### src/rtl/sad_pkg.sv
// Shared definitions for the EX6 sum-of-absolute-differences unit.
//   NUM_PIX  : pixel pairs per SAD op
//   PIX_W    : pixel word width
//   SUM_W    : width of the full (unsaturated) SAD total
//   SAD_MAX  : saturated SAD value, also the "no best yet" marker
//   pix_bus_t: packed pixel bus, pixel i at bits [i*PIX_W +: PIX_W]
package sad_pkg;
  localparam int NUM_PIX = 16;
  localparam int PIX_W   = 32;
  localparam int SUM_W   = PIX_W + 4;

  localparam logic [31:0] SAD_MAX = 32'hFFFF_FFFF;

  typedef logic [NUM_PIX*PIX_W-1:0] pix_bus_t;
endpackage

### src/rtl/sad_tree4.sv
// Combinational sum of four absolute differences.
//   diffs : four packed PIX_W-bit absolute differences
//   sum   : their total, PIX_W+2 bits so it can never overflow
module sad_tree4 #(
  parameter int PIX_W = sad_pkg::PIX_W
) (
  input  logic [4*PIX_W-1:0] diffs,
  output logic [PIX_W+1:0]   sum
);
  localparam int SW = PIX_W + 2;

  assign sum = SW'(diffs[0*PIX_W +: PIX_W]) + SW'(diffs[1*PIX_W +: PIX_W])
             + SW'(diffs[2*PIX_W +: PIX_W]) + SW'(diffs[3*PIX_W +: PIX_W]);
endmodule

### src/rtl/sad_ex6_unit.sv
// Three-stage SAD pipeline for the EX6 custom instruction with a running
// best-match (minimum SAD) tracker.
//   Clk, Reset                     : clock, async active-high reset
//   sad_valid_EX6, first_EX6       : op valid, op starts a new search
//   ReadData_EX6, tReadData_EX6    : packed window / template pixels
//   outx_EX6, outy_EX6             : candidate coordinates
//   Stall, Flush                   : freeze unit / kill in-flight ops
//   sad_result, sad_result_valid   : saturated SAD leaving stage C
//   best_sad, best_x, best_y       : current minimum and its position
//   best_valid                     : a candidate has been scored
//   busy                           : any pipeline stage occupied
// The reduction is built as four sad_tree4 instances, so NUM_PIX must be 16
// and PIX_W must be at least 28 for the 32-bit saturation slice.
module sad_ex6_unit #(
  parameter int NUM_PIX = sad_pkg::NUM_PIX,
  parameter int PIX_W   = sad_pkg::PIX_W
) (
  input  logic                     Clk,
  input  logic                     Reset,
  input  logic                     sad_valid_EX6,
  input  logic                     first_EX6,
  input  logic [NUM_PIX*PIX_W-1:0] ReadData_EX6,
  input  logic [NUM_PIX*PIX_W-1:0] tReadData_EX6,
  input  logic [31:0]              outx_EX6,
  input  logic [31:0]              outy_EX6,
  input  logic                     Stall,
  input  logic                     Flush,
  output logic [31:0]              sad_result,
  output logic                     sad_result_valid,
  output logic [31:0]              best_sad,
  output logic [31:0]              best_x,
  output logic [31:0]              best_y,
  output logic                     best_valid,
  output logic                     busy
);
  import sad_pkg::*;

  localparam int PART_W = PIX_W + 2;
  localparam int TOT_W  = PIX_W + 4;

  logic [NUM_PIX*PIX_W-1:0] diff_d, a_diff;
  logic [PART_W-1:0]        part_d [4];
  logic [PART_W-1:0]        b_part [4];
  logic [TOT_W-1:0]         total_d, c_total;
  logic [31:0]              a_x, a_y, b_x, b_y, c_x, c_y;
  logic                     a_first, b_first, c_first;
  logic                     a_vld, b_vld, c_vld;
  logic                     best_upd;

  for (genvar g = 0; g < NUM_PIX; g++) begin : g_absdiff
    assign diff_d[g*PIX_W +: PIX_W] =
      (ReadData_EX6[g*PIX_W +: PIX_W] > tReadData_EX6[g*PIX_W +: PIX_W])
        ? ReadData_EX6[g*PIX_W +: PIX_W] - tReadData_EX6[g*PIX_W +: PIX_W]
        : tReadData_EX6[g*PIX_W +: PIX_W] - ReadData_EX6[g*PIX_W +: PIX_W];
  end

  for (genvar t = 0; t < 4; t++) begin : g_tree
    sad_tree4 #(.PIX_W(PIX_W)) u_tree (
      .diffs (a_diff[t*4*PIX_W +: 4*PIX_W]),
      .sum   (part_d[t])
    );
  end

  assign total_d = TOT_W'(b_part[0]) + TOT_W'(b_part[1])
                 + TOT_W'(b_part[2]) + TOT_W'(b_part[3]);

  assign sad_result       = (c_total > TOT_W'(SAD_MAX)) ? SAD_MAX : c_total[31:0];
  assign sad_result_valid = c_vld;
  assign busy             = a_vld | b_vld | c_vld;

  // A first op reloads the tracker regardless of value; otherwise strictly
  // smaller wins so ties keep the earlier candidate.
  assign best_upd = c_vld && !Stall && !Flush && (c_first || (sad_result < best_sad));

  // Data registers carry no reset: they are only observed through valid bits.
  always_ff @(posedge Clk) begin
    if (!Stall) begin
      a_diff  <= diff_d;
      a_x     <= outx_EX6;
      a_y     <= outy_EX6;
      a_first <= first_EX6;
      b_part  <= part_d;
      b_x     <= a_x;
      b_y     <= a_y;
      b_first <= a_first;
      c_x     <= b_x;
      c_y     <= b_y;
      c_first <= b_first;
    end
  end

  always_ff @(posedge Clk or posedge Reset) begin
    if (Reset) begin
      a_vld      <= 1'b0;
      b_vld      <= 1'b0;
      c_vld      <= 1'b0;
      c_total    <= '0;
      best_sad   <= SAD_MAX;
      best_x     <= '0;
      best_y     <= '0;
      best_valid <= 1'b0;
    end else begin
      // Flush overrides Stall and also swallows this cycle's input.
      if (Flush) begin
        a_vld <= 1'b0;
        b_vld <= 1'b0;
        c_vld <= 1'b0;
      end else if (!Stall) begin
        a_vld <= sad_valid_EX6;
        b_vld <= a_vld;
        c_vld <= b_vld;
      end
      if (!Stall) begin
        c_total <= total_d;
      end
      if (best_upd) begin
        best_sad   <= sad_result;
        best_x     <= c_x;
        best_y     <= c_y;
        best_valid <= 1'b1;
      end
    end
  end
endmodule

### config.mk
export PLATFORM = sky130hd
export DESIGN_NAME = sad_ex6_unit
export DESIGN_NICKNAME = d
export VERILOG_FILES = /design/src/rtl/sad_pkg.sv /design/src/rtl/sad_tree4.sv /design/src/rtl/sad_ex6_unit.sv
export SDC_FILE = /design/constraint.sdc
export NUM_CORES = 2
export LEC_CHECK = 0
export ABC_CLOCK_PERIOD_IN_PS = 5900
export CORE_AREA = 4 4 478 480
export CTS_CLUSTER_DIAMETER = 150
export DETAILED_ROUTE_END_ITERATION = 16
export DIE_AREA = 0 0 482 484
export HOLD_SLACK_MARGIN = 0.06
export PLACE_DENSITY = 0.78
export SYNTH_ARGS = -nofsm -noshare
export SYNTH_HDL_FRONTEND = slang
export SYNTH_SLANG_ARGS = --single-unit
### constraint.sdc
create_clock -name Clk -period 5.9 [get_ports Clk]
set_input_delay 1.77 -clock Clk [delete_from_list [all_inputs] [get_ports Clk]]
set_output_delay 1.77 -clock Clk [all_outputs]
set_load 0.02 [all_outputs]
# Yosys cells after proc, flatten, opt, wreduce, memory -nomap -nowiden
# Cells that the tools add are included.
# Widths: inputs -> output; s select.
[classes]
n_addsub = 47
mux = 23
reduce_logical = 6
magnitude_cmp = 18
mul = 0
n_shift = 0
div = 0
eq_ne = 1
bitwise_logic = 2
[op_table]
columns = ["op", "n"]
rows = [
  ["$sub 32x32->32", 32],
  ["$mux 32", 17],
  ["$gt 32x32->1", 16],
  ["$add 34x32->34", 8],
  ["$add 32x32->33", 4],
  ["$add 35x34->36", 1],
  ["$add 36x34->36", 1],
  ["$gt 36x32->1 const B", 1],
  ["$add 34x34->35", 1],
  ["$lt 32x32->1", 1],
  ["$mux 1", 6],
  ["$logic_and 1x1->1", 3],
  ["$logic_not 1->1", 2],
  ["$ne 2x1->1 const B", 1],
  ["$or 1x1->1", 2],
  ["$logic_or 1x1->1", 1],
]
[word_totals]
ram_bits = 0
romBits = 0
mem_count = 0
latchBits = 0
input_bits = 1094
reg_bits = 979

# Longest topological paths before layout
[depth]
ltp_word = 5
mapped_depth = 28
ltp_nobuf = 28

# Hierarchy
# Synthesis repeated with hierarchy kept, for this count alone.
[hier_totals]
hier_cells = 11760
hier_area_um2 = 103007.5
[modules_own_cells]
columns = ["mod", "instances", "cells_per_inst", "seq_area_each_um2", "area_per_inst_um2"]
rows = [
  ["sad_ex6_unit", 1, 9877, 28757.6, 88568.7],
  ["sad_tree4 (g_tree[0].u_tree ...)", 3, 474, 0.0, 3629.7],
  ["sad_tree4 (g_tree[3].u_tree)", 1, 461, 0.0, 3549.7],
]

# Least setup slack after synthesis
# No wires, ideal clock.
[synth_timing]
kind = "input port to flip-flop"
startpoint = "input port Stall"
endpoint = "register c_total[5]"
setup_time_ps = 155
slack_ps = -14553
n_path_buf = 1
arrival_ps = 20298
path_stages = 3
path_cell_list = "clkbuf_1 inv_1 mux2_2"
[synth_lines]
columns = ["item", "line", "source"]
rows = [
  ["start, declared", "sad_ex6_unit.sv:26", "input logic Stall,"],
  ["end signal, assigned", "sad_ex6_unit.sv:114", "c_total <= total_d;"],
  ["end, declared", "sad_ex6_unit.sv:44", "logic [TOT_W-1:0] total_d, c_total;"],
]
# No word-level cell between the ends.

# Final worst setup path
[layout_timing]
startpoint = "register a_diff[135]"
endpoint = "register b_part[101] (netlist name), data pin"
[layout_between]
elab_chain_cells = 3
[layout_rtl]
columns = ["item", "line", "source"]
rows = [
  ["start, declared", "sad_ex6_unit.sv:41", "logic [NUM_PIX*PIX_W-1:0] diff_d, a_diff;"],
  ["start signal, assigned", "sad_ex6_unit.sv:78", "a_diff <= diff_d;"],
  ["$add 32x32->33", "sad_tree4.sv:12", "assign sum = SW'(diffs[0*PIX_W +: PIX_W]) + SW'(diffs[1*PIX_W +: PIX_W])"],
  ["$add 34x32->34 (2 in a row)", "sad_tree4.sv:13", "+ SW'(diffs[2*PIX_W +: PIX_W]) + SW'(diffs[3*PIX_W +: PIX_W]);"],
  ["net g_tree[1].u_tree.sum[33]", "sad_tree4.sv:8", "output logic [PIX_W+1:0] sum"],
  ["end signal, assigned", "sad_ex6_unit.sv:82", "b_part <= part_d;"],
  ["end, declared", "sad_ex6_unit.sv:43", "logic [PART_W-1:0] b_part [4];"],
]
# The timed path passes the listed nets, and every way through them passes these cells.
# A chain may end at the register's enable or synchronous reset.

==> reports/summary.txt <==
nets -> 16,600
Sw Pwr -> 0.0270 W
Post-synth EDFFs -> 843
Final Slew Violations -> 0
clk slew on worst S/H paths -> 0.06 ns
relative slew slack -> 0.306
Clock Path Buffers -> 3
Arr. time, crit path -> 6.29 ns
largest registers -> a_diff (512), b_part (136), c_total (36)
antenna violations before repair -> 108
global route total overflow -> 0
P&R area growth vs syn -> 23.6%
delay of the slowest critical-path stage -> 0.48 ns
Achievable Freq -> 173 MHz
Worst Setup End Kind -> flop
height of the chip -> 484 um
number of DRC markers in iteration 0 -> 9,109
Top FF cell, synth -> edfxtp_1
largest register by flop count -> a_diff
Die W -> 482 um
first-pass GRT wire length -> 581,000 um
area leader, netlist -> edfxtp_1
vias post-DR -> 98,400
Final Cycle Share -> 0.980
CTS buffer count -> 111
non-filler cells, final -> 17,100
crit path max fanout -> 5
top-count cell post-synth -> inv_1
Mean Syn Cell Area -> 8.61 sq um
Setup WS post-layout -> 0.116 ns
cell mode on critical path -> buf_4
sw frac -> 0.463
R2R Path Start -> a_diff[135]
share of the synthesized area in the top cell type -> 0.240
Internal -> 0.0313 W
Via density -> 5.76
Synth top cells by count -> inv_1 (1,856), a21oi_1 (1,345), ha_1 (1,330), edfxtp_1 (843), o21ai_0 (721)
CTS Sinks -> 979
overall die area -> 233,000 sq um
clock network power share -> 0.123
Fin Clk Skew -> 0.0674 ns
status -> complete, no violations
Reg power frac -> 0.203
largest net degree at the start of global routing -> 163
Hold Path End -> b_x[20]
final antenna-violating net count -> 0
PwrDens -> 449 nW/um^2
critical path class -> reg -> reg
FP Rows -> 174
Post-CTS Hold Fix Bufs -> 0
clk_lat worst skew -> 0.81 ns
post-place setup slack -> -0.185 ns
IO Port Bufs -> 1,224
Finish-stage setup viols -> 0
ys async rst share -> 0.139
Final TNS setup -> 0 ns
Synth Net Count -> 14,900
max FFs per register -> 512
slowest CP cell -> fa_1
hpwl dp -> 336,000 um
final hold vios -> 0
Synth area leaders -> edfxtp_1 (24%), ha_1 (16%), inv_1 (6.6%)
Post-Syn Instances -> 12,200
WL/cell -> 23.2 um
Worst setup SP type -> flop
initial core utilization -> 0.470
Detailed Routing Iterations Pass 1 -> 6
sequential cell area fraction in the yosys report -> 0.273
Hold Crit Depth -> 0
Syn. warnings -> 0
vias in the first global route -> 94,600
hold_sp -> a_x[20]
Final Wtd Congestion -> 1.06
R2R setup slack -> 0.12 ns
combinational fraction of design power -> 0.675
Reg2Reg Depth -> 30
io pins -> 1,225
DRC viols -> 0
mapped cell area -> 105,000 sq um
Core Area -> 224,000 sq um
Hold WC Path Type -> reg -> reg
Root Buffer Master -> clkbuf_16
fin util -> 0.580
layout cells sized above 1 -> 0.0963
CTS tree -> done
Req. time, crit path -> 6.40 ns
FF-to-FF End -> b_part[101]
Peak supply drop -> 577 uV
DRT Wirelength -> 397,000 um
max-cap violations -> 0
library cells used by synthesis -> 104
#FFs+latches synth -> 979
worst-margin pin slew -> 1.04 ns
worst hold slack -> 0.382 ns
min Tclk post-route -> 5.78 ns
placed insts -> 16,800
htree depth -> 3
P_leak -> 60.4 nW
gr usage total -> 0.324
[power by group through the flow]
stage | clock network [W] | registers [W] | logic [W]
global route | 0.00759 | 0.0120 | 0.0435
detailed placement | 0 | 0.0120 | 0.0380
floorplan | 0 | 0.0114 | 0.0262
finish | 0.00717 | 0.0118 | 0.0394
global placement | 0 | 0.0120 | 0.0375
CTS | 0.00730 | 0.0119 | 0.0385
[metal layers]
metal	GRT usage	vias up	routed length, um
li1	-	46500	-
met1	0.408	46500	158000
met2	0.529	4417	182000
met3	0.0659	840	35100
met4	0.159	68	22000
met5	0	-	465
[cell usage in the layout, fill, tap and decap left out, types with 120 or more instances in the layout]
cell | Yosys | layout
inv_1 | 1856 | 1853
a21oi_1 | 1345 | 1339
ha_1 | 1330 | 1328
clkdlybuf4s50_1 | 0 | 1223
edfxtp_1 | 843 | 843
buf_4 | 6 | 804
o21ai_0 | 721 | 710
nand2_1 | 621 | 619
nor2_1 | 616 | 613
a21o_1 | 513 | 513
xnor2_1 | 431 | 428
o21bai_1 | 303 | 302
xor2_1 | 271 | 267
fa_1 | 236 | 235
nand4_1 | 228 | 228
mux2i_1 | 199 | 199
nor2b_1 | 170 | 170
mux2_2 | 158 | 158
nand2b_1 | 156 | 156
nor3_1 | 157 | 155
a211oi_1 | 151 | 144
nand3_1 | 131 | 131
o21a_1 | 120 | 120
[area by class of cell]
cell class,count,area (sq um)
multi-input cells,8951,68200
clock inverters,79,858
clock buffers,129,2900
fillers,20000,94100
flip-flops and latches,979,28800
inverters,1861,6990
well taps,2992,3740
repair buffers,2040,18500
diodes,59,148
[worst max-delay path, delay by kind of cell, from the launching register on]
family,cells,cell delay [ns]
adder cells (fa/ha/maj),3,1.07
AO/OA/AOI/OAI,14,2.31
flip-flops,1,0.37
XOR/XNOR,1,0.14
buffers and inverters,9,1.06
AND/OR/NAND/NOR,3,0.60
[logic make-up (layout without fill, tap and decap cells)]
group / after synthesis / in the layout / share of synthesized area
buffers and inverters: 2306 / 4109 / 0.0832
and+or+nand+nor: 2415 / 2415 / 0.113
DFF: 979 / 979 / 0.273
AOI/OAI and AO/OA: 3911 / 3911 / 0.233
muxes: 357 / 357 / 0.0358
adders and majority gates: 1566 / 1566 / 0.203
other: 0 / 59 / 0
xor gates and xnor gates: 702 / 702 / 0.0584
[worst max-delay path by stage]
stage,start,end,slack [ns],cells after the start
3_3_place_gp,a_diff[129],b_part[100],-0.19,27
6_report,a_diff[135],b_part[101],0.12,30
4_1_cts,a_diff[129],b_part[98],0.02,28
2_1_floorplan,Stall,a_diff[0],-9.15,2
3_5_place_dp,a_diff[129],b_part[100],-0.18,27
5_1_grt,a_diff[136],b_part[99],-0.13,30
[per-stage QoR]
stage	area [sq um]	total power (W)
5_1_grt	130000	0.0631
4_1_cts	130000	0.0577
3_5_place_dp	126000	0.0500
6_report	130000	0.0584
3_3_place_gp	126000	0.0495
2_1_floorplan	105000	0.0376
[what timing repair did]
action	in CTS	in global routing
endpoints found under the setup margin	5	43
endpoints found under the hold margin	0	0
gates resized for setup	7	62
pin swaps	4	36
buffers inserted	7	6
Note: power is estimated with default switching activity, not from simulation.
